===== config.mk =====
export PLATFORM = sky130hd
export DESIGN_NAME = alu_issue_flat
export DESIGN_NICKNAME = d
export VERILOG_FILES = /design/src/rtl/alu_pkg.sv /design/src/rtl/alu_issue_if.sv /design/src/rtl/alu_regfile.sv /design/src/rtl/alu_issue.sv /design/src/flat_wrapper.sv
export SDC_FILE = /design/constraint.sdc
export NUM_CORES = 2
export LEC_CHECK = 0
export CORE_MARGIN = 2
export CORE_UTILIZATION = 30
export CTS_CLUSTER_SIZE = 12
export DETAILED_ROUTE_END_ITERATION = 8
export DONT_BUFFER_PORTS = 1
export GPL_TIMING_DRIVEN = 0
export SYNTH_ARGS = -nofsm -noshare
export SYNTH_HDL_FRONTEND = slang
export SYNTH_SLANG_ARGS = --single-unit

===== constraint.sdc =====
create_clock -name clk -period 2.4 [get_ports clk]
set_input_delay 0.48 -clock clk [delete_from_list [all_inputs] [get_ports clk]]
set_output_delay 0.48 -clock clk [all_outputs]
set_load 0.01 [all_outputs]

===== src/rtl/alu_pkg.sv =====
// Shared definitions for the ALU issue controller: op codes, FSM encoding
// and small op-decoding helpers.
package alu_pkg;

  localparam logic [2:0] ALU_ID  = 3'd0;
  localparam logic [2:0] ALU_ADD = 3'd1;
  localparam logic [2:0] ALU_SUB = 3'd2;
  localparam logic [2:0] ALU_EQ  = 3'd3;
  localparam logic [2:0] ALU_LE  = 3'd4;
  localparam logic [2:0] ALU_GE  = 3'd5;

  typedef enum logic [1:0] {
    IDLE = 2'd0,
    EXEC = 2'd1,
    WB   = 2'd2
  } state_t;

  // Compare ops only define bit 0 of the ALU result.
  function automatic logic is_cmp(input logic [2:0] op);
    return (op == ALU_EQ) || (op == ALU_LE) || (op == ALU_GE);
  endfunction

  // Ops 6 and 7 have no ALU meaning and are flagged as errors.
  function automatic logic is_legal(input logic [2:0] op);
    return op <= ALU_GE;
  endfunction

endpackage


===== src/rtl/alu_issue_if.sv =====
// Command handshake bundle between a command source and the issue controller.
interface alu_issue_if #(
  parameter int DATA_WIDTH = 32,
  parameter int AW         = 4
);
  logic                  cmd_valid;
  logic                  cmd_ready;
  logic [2:0]            cmd_op;
  logic [AW-1:0]         cmd_rd;
  logic [AW-1:0]         cmd_rs0;
  logic [AW-1:0]         cmd_rs1;
  logic                  cmd_imm_en;
  logic [DATA_WIDTH-1:0] cmd_imm;

  modport master (
    output cmd_valid, cmd_op, cmd_rd, cmd_rs0, cmd_rs1, cmd_imm_en, cmd_imm,
    input  cmd_ready
  );

  modport slave (
    input  cmd_valid, cmd_op, cmd_rd, cmd_rs0, cmd_rs1, cmd_imm_en, cmd_imm,
    output cmd_ready
  );
endinterface


===== src/rtl/alu_regfile.sv =====
// Local register file: two asynchronous read ports, writeback and host write
// ports where writeback takes priority on an address collision; r0 reads zero.
module alu_regfile #(
  parameter int DATA_WIDTH = 32,
  parameter int NREG       = 16,
  parameter int AW         = 4
) (
  input  logic                  clk,
  input  logic                  rstn,
  input  logic [AW-1:0]         rd_addr0,
  input  logic [AW-1:0]         rd_addr1,
  output logic [DATA_WIDTH-1:0] rd_data0,
  output logic [DATA_WIDTH-1:0] rd_data1,
  input  logic                  wb_en,
  input  logic [AW-1:0]         wb_addr,
  input  logic [DATA_WIDTH-1:0] wb_data,
  input  logic                  host_en,
  input  logic [AW-1:0]         host_addr,
  input  logic [DATA_WIDTH-1:0] host_data
);

  logic [DATA_WIDTH-1:0] mem [NREG];

  // Storage update; the writeback assignment comes last so it overrides a
  // host write to the same register on the same edge.
  always_ff @(posedge clk or negedge rstn) begin
    if (!rstn) begin
      for (int i = 0; i < NREG; i++) mem[i] <= '0;
    end else begin
      if (host_en && (host_addr != '0)) mem[host_addr] <= host_data;
      if (wb_en && (wb_addr != '0)) mem[wb_addr] <= wb_data;
    end
  end

  assign rd_data0 = (rd_addr0 == '0) ? '0 : mem[rd_addr0];
  assign rd_data1 = (rd_addr1 == '0) ? '0 : mem[rd_addr1];

endmodule


===== src/rtl/alu_issue.sv =====
// Sequential ALU issue controller: accepts a command, presents operands to the
// external combinational ALU for one cycle, captures the result and writes it
// back, updating the condition flag for compares.
module alu_issue
  import alu_pkg::*;
#(
  parameter int DATA_WIDTH = 32,
  parameter int NREG       = 16,
  parameter int AW         = 4
) (
  input  logic                  clk,
  input  logic                  rstn,
  alu_issue_if.slave            cmd,
  output logic [2:0]            alu_ctrl,
  output logic [DATA_WIDTH-1:0] alu_in0,
  output logic [DATA_WIDTH-1:0] alu_in1,
  input  logic [DATA_WIDTH-1:0] alu_out,
  input  logic                  hw_en,
  input  logic [AW-1:0]         hw_addr,
  input  logic [DATA_WIDTH-1:0] hw_data,
  output logic                  done,
  output logic                  err,
  output logic [DATA_WIDTH-1:0] res_data,
  output logic                  cond_flag
);

  state_t                state_q, state_d;
  logic [2:0]            op_q;
  logic [AW-1:0]         rd_q;
  logic [DATA_WIDTH-1:0] in0_q, in1_q, res_q;
  logic                  ready_q, cond_q;
  logic [DATA_WIDTH-1:0] rf_data0, rf_data1;
  logic                  accept, wb_we;

  assign accept = cmd.cmd_valid && ready_q;

  alu_regfile #(
    .DATA_WIDTH(DATA_WIDTH),
    .NREG      (NREG),
    .AW        (AW)
  ) u_regfile (
    .clk      (clk),
    .rstn     (rstn),
    .rd_addr0 (cmd.cmd_rs0),
    .rd_addr1 (cmd.cmd_rs1),
    .rd_data0 (rf_data0),
    .rd_data1 (rf_data1),
    .wb_en    (wb_we),
    .wb_addr  (rd_q),
    .wb_data  (res_q),
    .host_en  (hw_en),
    .host_addr(hw_addr),
    .host_data(hw_data)
  );

  // FSM state register; reset drops any in-flight command.
  always_ff @(posedge clk or negedge rstn) begin
    if (!rstn) state_q <= IDLE;
    else       state_q <= state_d;
  end

  // Next state and per-state outputs: ALU control only during EXEC, done/err/
  // result and register write only during WB.
  always_comb begin
    state_d  = state_q;
    alu_ctrl = ALU_ID;
    done     = 1'b0;
    err      = 1'b0;
    res_data = '0;
    wb_we    = 1'b0;
    case (state_q)
      IDLE: if (accept) state_d = EXEC;
      EXEC: begin
        alu_ctrl = op_q;
        state_d  = WB;
      end
      WB: begin
        done    = 1'b1;
        state_d = IDLE;
        if (is_legal(op_q)) begin
          res_data = res_q;
          wb_we    = (rd_q != '0);
        end else begin
          err = 1'b1;
        end
      end
      default: state_d = IDLE;
    endcase
  end

  // Registered ready: low from accept until the writeback edge.
  always_ff @(posedge clk or negedge rstn) begin
    if (!rstn)                                    ready_q <= 1'b0;
    else if (accept)                              ready_q <= 1'b0;
    else if ((state_q == IDLE) || (state_q == WB)) ready_q <= 1'b1;
  end

  // Operand latch at accept and result capture at the end of EXEC; compares
  // keep only bit 0 since the ALU leaves the upper bits undefined.
  always_ff @(posedge clk or negedge rstn) begin
    if (!rstn) begin
      op_q  <= ALU_ID;
      rd_q  <= '0;
      in0_q <= '0;
      in1_q <= '0;
      res_q <= '0;
    end else if (accept) begin
      op_q  <= cmd.cmd_op;
      rd_q  <= cmd.cmd_rd;
      in0_q <= rf_data0;
      in1_q <= cmd.cmd_imm_en ? cmd.cmd_imm : rf_data1;
    end else if (state_q == EXEC) begin
      res_q <= is_cmp(op_q) ? {{(DATA_WIDTH-1){1'b0}}, alu_out[0]} : alu_out;
    end
  end

  // Condition flag follows the most recent compare at its writeback.
  always_ff @(posedge clk or negedge rstn) begin
    if (!rstn)                                 cond_q <= 1'b0;
    else if ((state_q == WB) && is_cmp(op_q))  cond_q <= res_q[0];
  end

  assign cmd.cmd_ready = ready_q;
  assign alu_in0       = in0_q;
  assign alu_in1       = in1_q;
  assign cond_flag     = cond_q;

endmodule


===== src/flat_wrapper.sv =====
// flat-port wrapper written by rule: the top's interface ports become plain ports
module alu_issue_flat import alu_pkg::*;
#(
  parameter int DATA_WIDTH = 32,
  parameter int NREG       = 16,
  parameter int AW         = 4
)
  (clk, rstn, alu_ctrl, alu_in0, alu_in1, alu_out, hw_en, hw_addr, hw_data, done, err, res_data, cond_flag, cmd_cmd_valid, cmd_cmd_op, cmd_cmd_rd, cmd_cmd_rs0, cmd_cmd_rs1, cmd_cmd_imm_en, cmd_cmd_imm, cmd_cmd_ready);
  alu_issue_if #(.DATA_WIDTH(DATA_WIDTH), .AW(AW)) cmd_i ();
  input  logic clk;
  input  logic rstn;
  output logic [2:0] alu_ctrl;
  output logic [DATA_WIDTH-1:0] alu_in0;
  output logic [DATA_WIDTH-1:0] alu_in1;
  input  logic [DATA_WIDTH-1:0] alu_out;
  input  logic hw_en;
  input  logic [AW-1:0] hw_addr;
  input  logic [DATA_WIDTH-1:0] hw_data;
  output logic done;
  output logic err;
  output logic [DATA_WIDTH-1:0] res_data;
  output logic cond_flag;
  input wire logic [$bits(cmd_i.cmd_valid)-1:0] cmd_cmd_valid;
  input wire logic [$bits(cmd_i.cmd_op)-1:0] cmd_cmd_op;
  input wire logic [$bits(cmd_i.cmd_rd)-1:0] cmd_cmd_rd;
  input wire logic [$bits(cmd_i.cmd_rs0)-1:0] cmd_cmd_rs0;
  input wire logic [$bits(cmd_i.cmd_rs1)-1:0] cmd_cmd_rs1;
  input wire logic [$bits(cmd_i.cmd_imm_en)-1:0] cmd_cmd_imm_en;
  input wire logic [$bits(cmd_i.cmd_imm)-1:0] cmd_cmd_imm;
  output wire logic [$bits(cmd_i.cmd_ready)-1:0] cmd_cmd_ready;
  assign cmd_i.cmd_valid = cmd_cmd_valid;
  assign cmd_i.cmd_op = cmd_cmd_op;
  assign cmd_i.cmd_rd = cmd_cmd_rd;
  assign cmd_i.cmd_rs0 = cmd_cmd_rs0;
  assign cmd_i.cmd_rs1 = cmd_cmd_rs1;
  assign cmd_i.cmd_imm_en = cmd_cmd_imm_en;
  assign cmd_i.cmd_imm = cmd_cmd_imm;
  assign cmd_cmd_ready = cmd_i.cmd_ready;
  alu_issue #(.DATA_WIDTH(DATA_WIDTH), .NREG(NREG), .AW(AW)) u_core (.clk(clk), .rstn(rstn), .cmd(cmd_i), .alu_ctrl(alu_ctrl), .alu_in0(alu_in0), .alu_in1(alu_in1), .alu_out(alu_out), .hw_en(hw_en), .hw_addr(hw_addr), .hw_data(hw_data), .done(done), .err(err), .res_data(res_data), .cond_flag(cond_flag));
endmodule

==> results.tsv <==
metric	value	unit
synth_nets	3444	
dpl.cell_count	4861	
h-tree-depth	3	
routed-wl-met3	24550	µm
startpoint_type	flip-flop	
core_area	0.1176	mm²
grt_max_degree	620	
drt-initial-drc-count	4443	
hold_ws	-0.4972	ns
synth_edf_count	0	
synth.area.top_cells	dfrtp_1, mux2i_1, mux4_2, a21oi_1, nor2_1	
rsz0062_at_grt	yes	
fin_skew	0.03005	ns
yosys_register_bits	619	
ant_nets	0	
outcome	complete, but fails checks	
place_area	0.03737	mm²
die_height	347.7	µm
dp_hpwl	114800	µm
initial_core_util	30.13	%
drc	0	
total_power	0.04601	W
topRoutingLayerUsed	met5	
yosys_warnings	0	
switching_power	0.01695	W
avgRoutedWirePerCell	33.52	µm
cp-startpoint	u_core.res_q[21]	
synth_area	0.03543	mm²
cts_buffers	75	
postCtsHoldBufs	39	
fin_crit	2.536	ns
required	1.92	ns
area_delta_synth_final	16.74	%
power_density	1112	mW/mm²
synth_top_cell_by_area	dfrtp_1	
grt_pass1_wl	235700	µm
final_nets	3611	
cp-end-kind	output port	
synth_common_cells	dfrtp_1, mux2i_1, nor2_1, a21oi_1, clkbuf_1	
cts_root_buf	clkbuf_16	
io_buffers	0	
first_global_vias	29960	
fmax	0.3943	GHz
final_cell_area	0.04136	mm²
critPathKind	reg -> out	
synth.top_cell.area_share	43.71	%
clk_latency	0.67	ns
hold_viol	130	
cts.clk_slew.worst_paths	0.06	ns
arrival	2.06	ns
routed_wirelength	171000	µm
max-vdd-ir-drop	0.0005634	V
r2r-start	u_core.cmd.cmd_ready	
synth-seq-area-share	43.71	%
async_flop_share	100.0	%
tritoncts	yes	
syn_avg_cell_area	10.66	µm²
dr.pass1.iters	6	
cts_num_sinks	619	
drive_above_1_share	16.81	%
synth_cell_type_count	44	
antenna_found_initial	23	
violations	negative hold slack, negative setup slack	
track_usage	27.53	%
clockPowerShare	26.5	%
pin_count	223	
num_rows	126	
synth_top_flop_cell	dfrtp_1	
slew_viol_final	0	
worst_slew_pin_slew	1.483	ns
setup_ws	-0.1364	ns
cap_violations	0	
wl_met1	60490	µm
num_vias	31300	
p_leak	17.73	nW
hold_class	in -> async	
overflow	0	
gp_congestion	0.9683	
relSlewSlack	1.163	%
die_area	0.1209	mm²
vias_per_cell	6.137	
p_comb_share	31.3	%
syn_inst	3324	
yosysMostFrequentCell	dfrtp_1	
dr_wl_met2	73030	µm
seq_power_share	42.3	%
worstPathMaxFanout	8	
final_core_util	35.17	%
p_int	0.02906	W
clockBufferDepth	3	
die_w	347.7	µm
fin_crit_sh	105.7	%
final-setup-viol-count	42	
final_cells	5100	
sw_frac_of_total	36.83	%
[placed cells by master, fill, tap and decap left out, types with 36 or more instances in the layout]
master,count
nor2_1,517
buf_1,37
mux2i_1,561
dfrtp_1,618
clkbuf_1,242
a2bb2oi_1,39
mux4_2,184
mux2_2,36
dlygate4sd3_1,39
a21oi_1,482
buf_4,56
buf_2,70
and3_1,88
clkbuf_2,40
nand2_1,59
clkbuf_16,81
[worst max-delay path: stages, from the launching register on]
cell	delay (ns)
dfrtp_1	0.36
clkdlybuf4s15_1	0.62
and3_1	0.41
[metal layers]
layer  GRT usage [%]  vias to the layer above
li1                -                    12510
met1           32.67                    15580
met2           40.53                     2537
met3           12.36                      654
met4           17.25                       12
met5               0                        -
[area by class of cell]
cell class                      instances  area [µm²]
Fill cell                           11830       76240
Inverter                                1       3.754
Buffer                                409        1938
Timing Repair Buffer                   93       930.9
Antenna cell                           12       30.03
Clock inverter                         27       380.4
Multi-Input combinational cell       2292       18480
Clock buffer                          111        2192
Sequential cell                       619       15490
Tap cell                             1536        1922
[power by group through the flow]
stage	combinational, W	clock (W)	sequential (W)
global route	0.0154	0.0126	0.0198
detailed placement	0.0137	0	0.0193
floorplan	0.0104	0	0.0175
finish	0.0144	0.0122	0.0194
global placement	0.0133	0	0.0191
CTS	0.0139	0.0122	0.0192
[kinds of logic (layout without fill, tap and decap cells)]
logic type             Yosys count  in the layout  synth area share [%]
other                            0             12                     0
flip-flops                     619            619                 43.71
AND/OR/NAND/NOR                765            765                 9.431
multiplexers                   789            789                 29.28
AO/OA/AOI/OAI                  738            738                 12.71
buffers and inverters          413            641                 4.862
[path summary, 6_finish.rpt]
path,to,slack [ns],cells past startpoint
max in group asynchronous,u_core.u_regfile.mem[52],0.67,2
worst max register to register,u_core.alu_in1[1],0,5
worst min-delay path,u_core.u_regfile.mem[88],-0.50,0
min in group clk,u_core.u_regfile.mem[188],0.02,2
worst max-delay path,res_data[21],-0.14,2
worst min register to register,u_core.u_regfile.mem[484],0.48,1
[through the flow]
step,worst slack [ns],hold slack [ns],setup TNS (ns)
after CTS,-0.1107,-0.4716,-2.018
after detailed placement,-1.359,0.2313,-433.05
after global routing,-0.1231,-0.4975,-2.465
after floorplan,0.3162,0.1844,0
after global placement,-2.130,0.2295,-444.83
final,-0.1364,-0.4972,-1.236
[sequential cells by signal (all words and copies together), names as in the netlist]
register / flops
u_core.u_regfile.mem: 512
u_core.alu_in0: 32
u_core.alu_in1: 32
u_core.res_q: 32
u_core.rd_q: 4
u_core.op_q: 3
u_core.state_q: 2
u_core.cmd.cmd_ready: 1
u_core.cond_flag: 1
[timing repair]
action                     in CTS  in global routing
hold endpoints to repair      658                121
pin swaps                      13                  0
gates cloned                    0                  2
resized for setup             137                 49
buffers inserted               48                  1
setup endpoints to repair     615                300
No activity file was read; power rests on OpenSTA's default activity.
